## config.mk

```make
export PLATFORM = sky130hd
export DESIGN_NAME = i2c_reg_sequencer
export DESIGN_NICKNAME = d
export VERILOG_FILES = /design/src/rtl/i2c_reg_sequencer.sv
export SDC_FILE = /design/constraint.sdc
export NUM_CORES = 1
export LEC_CHECK = 0
export ABC_AREA = 1
export BUFFER_PORTS_ARGS = -buffer_cell sky130_fd_sc_hd__buf_2
export CORE_MARGIN = 5
export CORE_UTILIZATION = 35
export DETAILED_ROUTE_END_ITERATION = 16
export SYNTH_ARGS = -nofsm -noshare
export SYNTH_HDL_FRONTEND = slang
export SYNTH_SLANG_ARGS = --single-unit
```

## constraint.sdc

```tcl
create_clock -name clk -period 1.4 [get_ports clk]
set_input_delay 0.07 -clock clk [delete_from_list [all_inputs] [get_ports clk]]
set_output_delay 0.07 -clock clk [all_outputs]
set_load 0.05 [all_outputs]
```

## src/rtl/i2c_reg_sequencer.sv

```systemverilog
// Register-level sequencer for the byte-level i2c master: round-robin arbitration of two
// requesters, single-register write/read sequencing, post-stop bus gaps and timeout abort.
module i2c_reg_sequencer #(
   parameter int unsigned TIMEOUT_CYC = 200_000,
   parameter int unsigned GAP_CYC     = 1_000,
   parameter bit          MSB_FIRST   = 1'b1
) (
   input  logic            clk,
   input  logic            rst,
   input  logic [1:0]      req_valid,
   output logic [1:0]      req_ready,
   input  logic [1:0]      req_rw,
   input  logic [1:0][6:0] req_dev,
   input  logic [1:0][7:0] req_reg,
   input  logic [1:0][7:0] req_wdata,
   output logic            rsp_valid,
   output logic            rsp_id,
   output logic [7:0]      rsp_rdata,
   output logic            rsp_err,
   output logic            busy,
   output logic            ena_i2c,
   output logic [7:0]      adrr_r_w,
   output logic [7:0]      byte_2_send,
   output logic            msb_lsb,
   input  logic            end_trans,
   input  logic [7:0]      byte_received
);

   localparam int TW = $clog2(TIMEOUT_CYC + 1);
   localparam int GW = $clog2(GAP_CYC + 1);
   localparam logic [TW-1:0] T_LAST = TW'(TIMEOUT_CYC - 1);
   localparam logic [GW-1:0] G_LAST = GW'(GAP_CYC - 1);

   typedef enum logic [3:0] {
      IDLE, W_DEV, W_REG, W_DATA, GAP_RD, R_DEV, R_DATA, STOP, RESP
   } state_t;

   typedef struct packed {
      logic       id;
      logic       rw;
      logic [6:0] dev;
      logic [7:0] reg_addr;
      logic [7:0] wdata;
   } cmd_t;

   state_t         state_q, state_d;
   cmd_t           cmd_q, cmd_d;
   logic           last_q, last_d;
   logic [TW-1:0]  timer_q, timer_d;
   logic [GW-1:0]  gap_q, gap_d;
   logic [7:0]     rdata_q, rdata_d;
   logic           err_q, err_d;
   logic           gnt;
   logic           timeout;

   logic [1:0]     ready_d;
   logic           ena_d;
   logic [7:0]     adrr_d;
   logic [7:0]     byte_d;
   logic           rsp_valid_d;
   logic           rsp_id_d;
   logic [7:0]     rsp_rdata_d;
   logic           rsp_err_d;
   logic           busy_d;

   assign msb_lsb = MSB_FIRST;

   always_comb begin
      // NOTE: every target gets a default first so no branch can infer a latch.
      state_d     = state_q;
      cmd_d       = cmd_q;
      last_d      = last_q;
      timer_d     = timer_q;
      gap_d       = gap_q;
      rdata_d     = rdata_q;
      err_d       = err_q;
      gnt         = 1'b0;
      ready_d     = 2'b00;
      ena_d       = ena_i2c;
      adrr_d      = adrr_r_w;
      byte_d      = byte_2_send;
      rsp_valid_d = 1'b0;
      rsp_id_d    = rsp_id;
      rsp_rdata_d = rsp_rdata;
      rsp_err_d   = rsp_err;

      if (ena_i2c)   timer_d = timer_q + 1'b1;
      if (end_trans) timer_d = '0;

      // An end_trans arriving on the same cycle as expiry still counts as progress.
      timeout = ena_i2c && !end_trans && (timer_q == T_LAST) &&
                (state_q inside {W_DEV, W_REG, W_DATA, R_DEV, R_DATA});

      case (state_q)
         IDLE: begin
            if (req_valid != 2'b00) begin
               gnt            = (req_valid == 2'b11) ? ~last_q : req_valid[1];
               cmd_d.id       = gnt;
               cmd_d.rw       = req_rw[gnt];
               cmd_d.dev      = req_dev[gnt];
               cmd_d.reg_addr = req_reg[gnt];
               cmd_d.wdata    = req_wdata[gnt];
               last_d         = gnt;
               ready_d[gnt]   = 1'b1;
               ena_d          = 1'b1;
               adrr_d         = {req_dev[gnt], 1'b0};
               byte_d         = req_reg[gnt];
               timer_d        = '0;
               rdata_d        = 8'h00;
               err_d          = 1'b0;
               state_d        = W_DEV;
            end
         end
         W_DEV: begin
            if (end_trans) state_d = W_REG;
         end
         W_REG: begin
            if (end_trans) begin
               if (cmd_q.rw) begin
                  ena_d   = 1'b0;
                  gap_d   = '0;
                  state_d = GAP_RD;
               end else begin
                  byte_d  = cmd_q.wdata;
                  state_d = W_DATA;
               end
            end
         end
         W_DATA: begin
            if (end_trans) begin
               ena_d   = 1'b0;
               gap_d   = '0;
               state_d = STOP;
            end
         end
         GAP_RD: begin
            if (gap_q == G_LAST) begin
               ena_d   = 1'b1;
               adrr_d  = {cmd_q.dev, 1'b1};
               timer_d = '0;
               state_d = R_DEV;
            end else begin
               gap_d = gap_q + 1'b1;
            end
         end
         R_DEV: begin
            if (end_trans) state_d = R_DATA;
         end
         R_DATA: begin
            if (end_trans) begin
               rdata_d = byte_received;
               ena_d   = 1'b0;
               gap_d   = '0;
               state_d = STOP;
            end
         end
         STOP: begin
            if (gap_q == G_LAST) state_d = RESP;
            else                 gap_d   = gap_q + 1'b1;
         end
         RESP: begin
            rsp_valid_d = 1'b1;
            rsp_id_d    = cmd_q.id;
            rsp_err_d   = err_q;
            rsp_rdata_d = err_q ? 8'h00 : rdata_q;
            state_d     = IDLE;
         end
         default: state_d = IDLE;
      endcase

      if (timeout) begin
         ena_d   = 1'b0;
         err_d   = 1'b1;
         gap_d   = '0;
         state_d = STOP;
      end

      busy_d = (state_d != IDLE);
   end

   // NOTE: sequential state uses non-blocking assignments so every register samples pre-edge values.
   always_ff @(posedge clk) begin
      if (rst) begin
         state_q     <= IDLE;
         cmd_q       <= '0;
         last_q      <= 1'b1;
         timer_q     <= '0;
         gap_q       <= '0;
         rdata_q     <= 8'h00;
         err_q       <= 1'b0;
         req_ready   <= 2'b00;
         ena_i2c     <= 1'b0;
         adrr_r_w    <= 8'h00;
         byte_2_send <= 8'h00;
         rsp_valid   <= 1'b0;
         rsp_id      <= 1'b0;
         rsp_rdata   <= 8'h00;
         rsp_err     <= 1'b0;
         busy        <= 1'b0;
      end else begin
         state_q     <= state_d;
         cmd_q       <= cmd_d;
         last_q      <= last_d;
         timer_q     <= timer_d;
         gap_q       <= gap_d;
         rdata_q     <= rdata_d;
         err_q       <= err_d;
         req_ready   <= ready_d;
         ena_i2c     <= ena_d;
         adrr_r_w    <= adrr_d;
         byte_2_send <= byte_d;
         rsp_valid   <= rsp_valid_d;
         rsp_id      <= rsp_id_d;
         rsp_rdata   <= rsp_rdata_d;
         rsp_err     <= rsp_err_d;
         busy        <= busy_d;
      end
   end

endmodule

```

==> flow_metrics.env <==
export IMPL_finalMaxSlewViolations=0
export IMPL_r2r_end="busy"
export IMPL_syn_avg_cell_area_sq_um=6.879
export IMPL_ctsLongestPathBuffers=2
export IMPL_violations="setup timing"
export IMPL_crit_reg2reg_launch="gap_q[0]"
export IMPL_rows=40
export IMPL_ys_seq_area_frac=0.4125
export IMPL_die_h_um=121.7
export IMPL_cts_tree="built"
export IMPL_netSwitchingPower_mw=2.365
export IMPL_reg2regPathDepth=10
export IMPL_postPlaceCellArea_sq_um=5406
export IMPL_wl_um=12920
export IMPL_hpwl_um=8988
export IMPL_setup_ws_ns=-0.07563
export IMPL_clk_pin_slew_ns=0.07
export IMPL_crit_fanout=4
export IMPL_h_tree_depth=3
export IMPL_fillers=1129
export IMPL_synth_top_area_share=0.4125
export IMPL_place_gp_congestion=0.8849
export IMPL_grt_overflow_total=0
export IMPL_fp_dieW_um=121.7
export IMPL_fin_nets=865
export IMPL_cp_end_kind="flip-flop"
export IMPL_ys_warn_count=0
export IMPL_rsz0062_at_grt="true"
export IMPL_syn_inst=635
export IMPL_synth_largest_area_cell="dfxtp_1"
export IMPL_period_minus_slack_ns=1.476
export IMPL_grt_pass1_wl_um=20820
export IMPL_cp_start_kind="flip-flop"
export IMPL_grt_antenna_before_repair=0
export IMPL_synth_edf_count=0
export IMPL_ys_flop_type="dfxtp_1"
export IMPL_n_antenna_cell=0
export IMPL_hold_depth=5
export IMPL_grt_max_degree=26
export IMPL_die_area_sq_um=14810
export IMPL_regToRegSetupSlack_ns=-0.08
export IMPL_synth_nets=698
export IMPL_holdPathEnd="cmd_q[0]"
export IMPL_cts_buffers=9
export IMPL_dr_first_iter_drc_count=279
export IMPL_coreArea_sq_um=12110
export IMPL_insertion_delay_ns=0.35
export IMPL_swShare=0.3165
export IMPL_io_buffers=91
export IMPL_post_place_ws_ns=-0.1895
export IMPL_pwr_share_clk=0.361
export IMPL_multiInputGateArea_sq_um=2656
export IMPL_initial_core_util=0.3606
export IMPL_area_growth_pct=49.76
export IMPL_cap_violations=0
export IMPL_drt_pre_antenna_iters=4
export IMPL_clockRootBuffer="clkbuf_16"
export IMPL_hold_start="req_wdata[8]"
export IMPL_clock_sinks=90
export IMPL_yosys_cell_types_count=36
export IMPL_track_usage=0.1728
export IMPL_powerDensity_nw_per_um2=1142
export IMPL_vdd_drop_max_mv=0.6096
export IMPL_post_drt_wl_per_cell_um=13.25
export IMPL_viasPerCell=4.733
export IMPL_final_util=0.5401
export IMPL_syn_cell_area_sq_um=4368
export IMPL_power_internal_mw=5.107
export IMPL_comb_power_share=0.251
export IMPL_grt_pass1_vias=4526
export IMPL_post_route_period_util=1.054
export IMPL_vias=4615
export IMPL_setup_viol=30
export IMPL_status="finished with violations"
export IMPL_worst_setup_path_type="reg2reg"
export IMPL_seq_area_sq_um=1834
export IMPL_seq_power_share=0.388
export IMPL_worstPathRequired_ns=1.63
export IMPL_p_leak_nw=2.907
export IMPL_power_mw=7.472
export IMPL_fin_area_sq_um=6541
export IMPL_synth_seq_cells=90
export IMPL_report_final_hold_viol_count=0
export IMPL_fmax_mhz=677.7
export IMPL_worstPathArrival_ns=1.71
export IMPL_synth_async_reset_ratio=0
export IMPL_synthTopCellsByArea="dfxtp_1 41%, nand2_1 16%, nor2_1 6.7%"
export IMPL_finClkSkew_ns=0.005370
export IMPL_drive_gt1_frac=0.3829
export IMPL_hold_class="in2reg"
export IMPL_io_pins=93
export IMPL_drc=0
export IMPL_ant_nets=0
[layout by cell type (no fill, tap or decap), types with 15 or more instances in the layout]
master,synthesis,routed
buf_2,5,91
nand2_1,186,172
buf_4,3,58
xor2_1,15,15
inv_1,46,42
o21ai_1,2,16
dfxtp_1,90,76
a21oi_1,40,27
nand3_1,36,31
a31oi_1,17,15
nand2_2,8,15
nor2_1,78,61
[cells in the mapped netlist (all sizes together), types with 11 or more instances]
library cell	number
nand2	199
dfxtp	90
nor2	83
inv	53
a21oi	40
nand3	38
o21ai	34
a31oi	17
xor2	15
nor3	13
buf	12
clkbuf	11
[kinds of logic (layout without fill, tap and decap cells)]
| kind of cell | count (synthesis) | in the layout | share of synthesized area |
|---|---|---|---|
| compound gates | 96 | 96 | 0.1174 |
| xor+xnor | 19 | 19 | 0.03810 |
| fa+ha+maj | 2 | 2 | 0.005728 |
| buf+inv | 78 | 248 | 0.07505 |
| flops | 90 | 90 | 0.4125 |
| other cells | 1 | 1 | 0.0008585 |
| simple gates | 349 | 351 | 0.3503 |
[final cells by class]
cell class	instances	area share
Sequential cell	90	0.2804
Tap cell	168	0.03213
Inverter	55	0.03539
Multi-Input combinational cell	469	0.4061
Clock inverter	6	0.01492
Clock buffer	10	0.03653
Timing Repair Buffer	177	0.1945
[power groups by stage]
stage          clock, mW  sequential [mW]  combinational [mW]
3_5_place_dp           0             2.94                1.48
6_report            2.70             2.90                1.88
3_3_place_gp           0             2.94                1.46
2_1_floorplan          0             3.22               0.721
5_1_grt             2.90             2.92                2.04
4_1_cts             2.77             2.89                1.64
[routing by layer]
layer | vias up | share of wire | track usage | wire length, um
li1 | 2387 | - | - | -
met1 | 2070 | 0.43 | 0.2179 | 5547
met2 | 129 | 0.49 | 0.2870 | 6359
met3 | 29 | 0.053 | 0.04178 | 691
met4 | 0 | 0.025 | 0.06303 | 321
met5 | - | 0 | 0 | 0
[through the flow]
stage          setup TNS [ns]  hold slack (ns)  std cells
2_1_floorplan       -0.003939           0.2107        635
3_3_place_gp           -6.045           0.2991        930
3_5_place_dp           -7.277           0.3111        930
4_1_cts               -0.5287          0.05871        962
5_1_grt                -4.926          0.07658        975
6_report              -0.5651          0.05237        975
[flip-flops by register name, indices dropped and copies added, names as in the netlist]
signal,flops
req_ready,2
rsp_valid,1
byte_2_send,8
rdata_q,8
cmd_q,17
ena_i2c,1
rsp_id,1
rsp_err,1
state_q,4
last_q,1
rsp_rdata,8
err_q,1
timer_q,18
gap_q,10
busy,1
adrr_r_w,8
[worst max-delay path by stage]
stage | start | endpoint | slack, ns | cells past startpoint
after floorplan | state_q[3] | adrr_r_w[7] | -0.004 | 8
after global placement | state_q[0] | rdata_q[5] | -0.16 | 11
after detailed placement | state_q[0] | rdata_q[7] | -0.19 | 11
after CTS | timer_q[0] | timer_q[16] | -0.03 | 9
after global routing | timer_q[3] | timer_q[17] | -0.15 | 7
final | gap_q[0] | busy | -0.08 | 10
[worst max-delay path, stage by stage (launching register included)]
cell and delay (ns):
dfxtp_2 0.35, ha_4 0.15, nand2_4 0.06, nor2_4 0.14, nand3_4 0.13, nand2_4 0.12, nand2_2 0.05, nor2_2 0.11
nand2_1 0.08, nand2_1 0.08, nand3_1 0.07
[what timing repair did]
| item | 4_1_cts | 5_1_grt |
|---|---|---|
| endpoints found under the setup margin | 83 | 84 |
| setup buffers | 6 | 10 |
| hold endpoints to repair | 8 | 0 |
| resized for setup | 66 | 95 |
| cloned | 2 | 3 |
| hold buffers | 8 | 0 |
| pin swaps | 16 | 25 |
No activity file was read; power rests on OpenSTA's default activity.
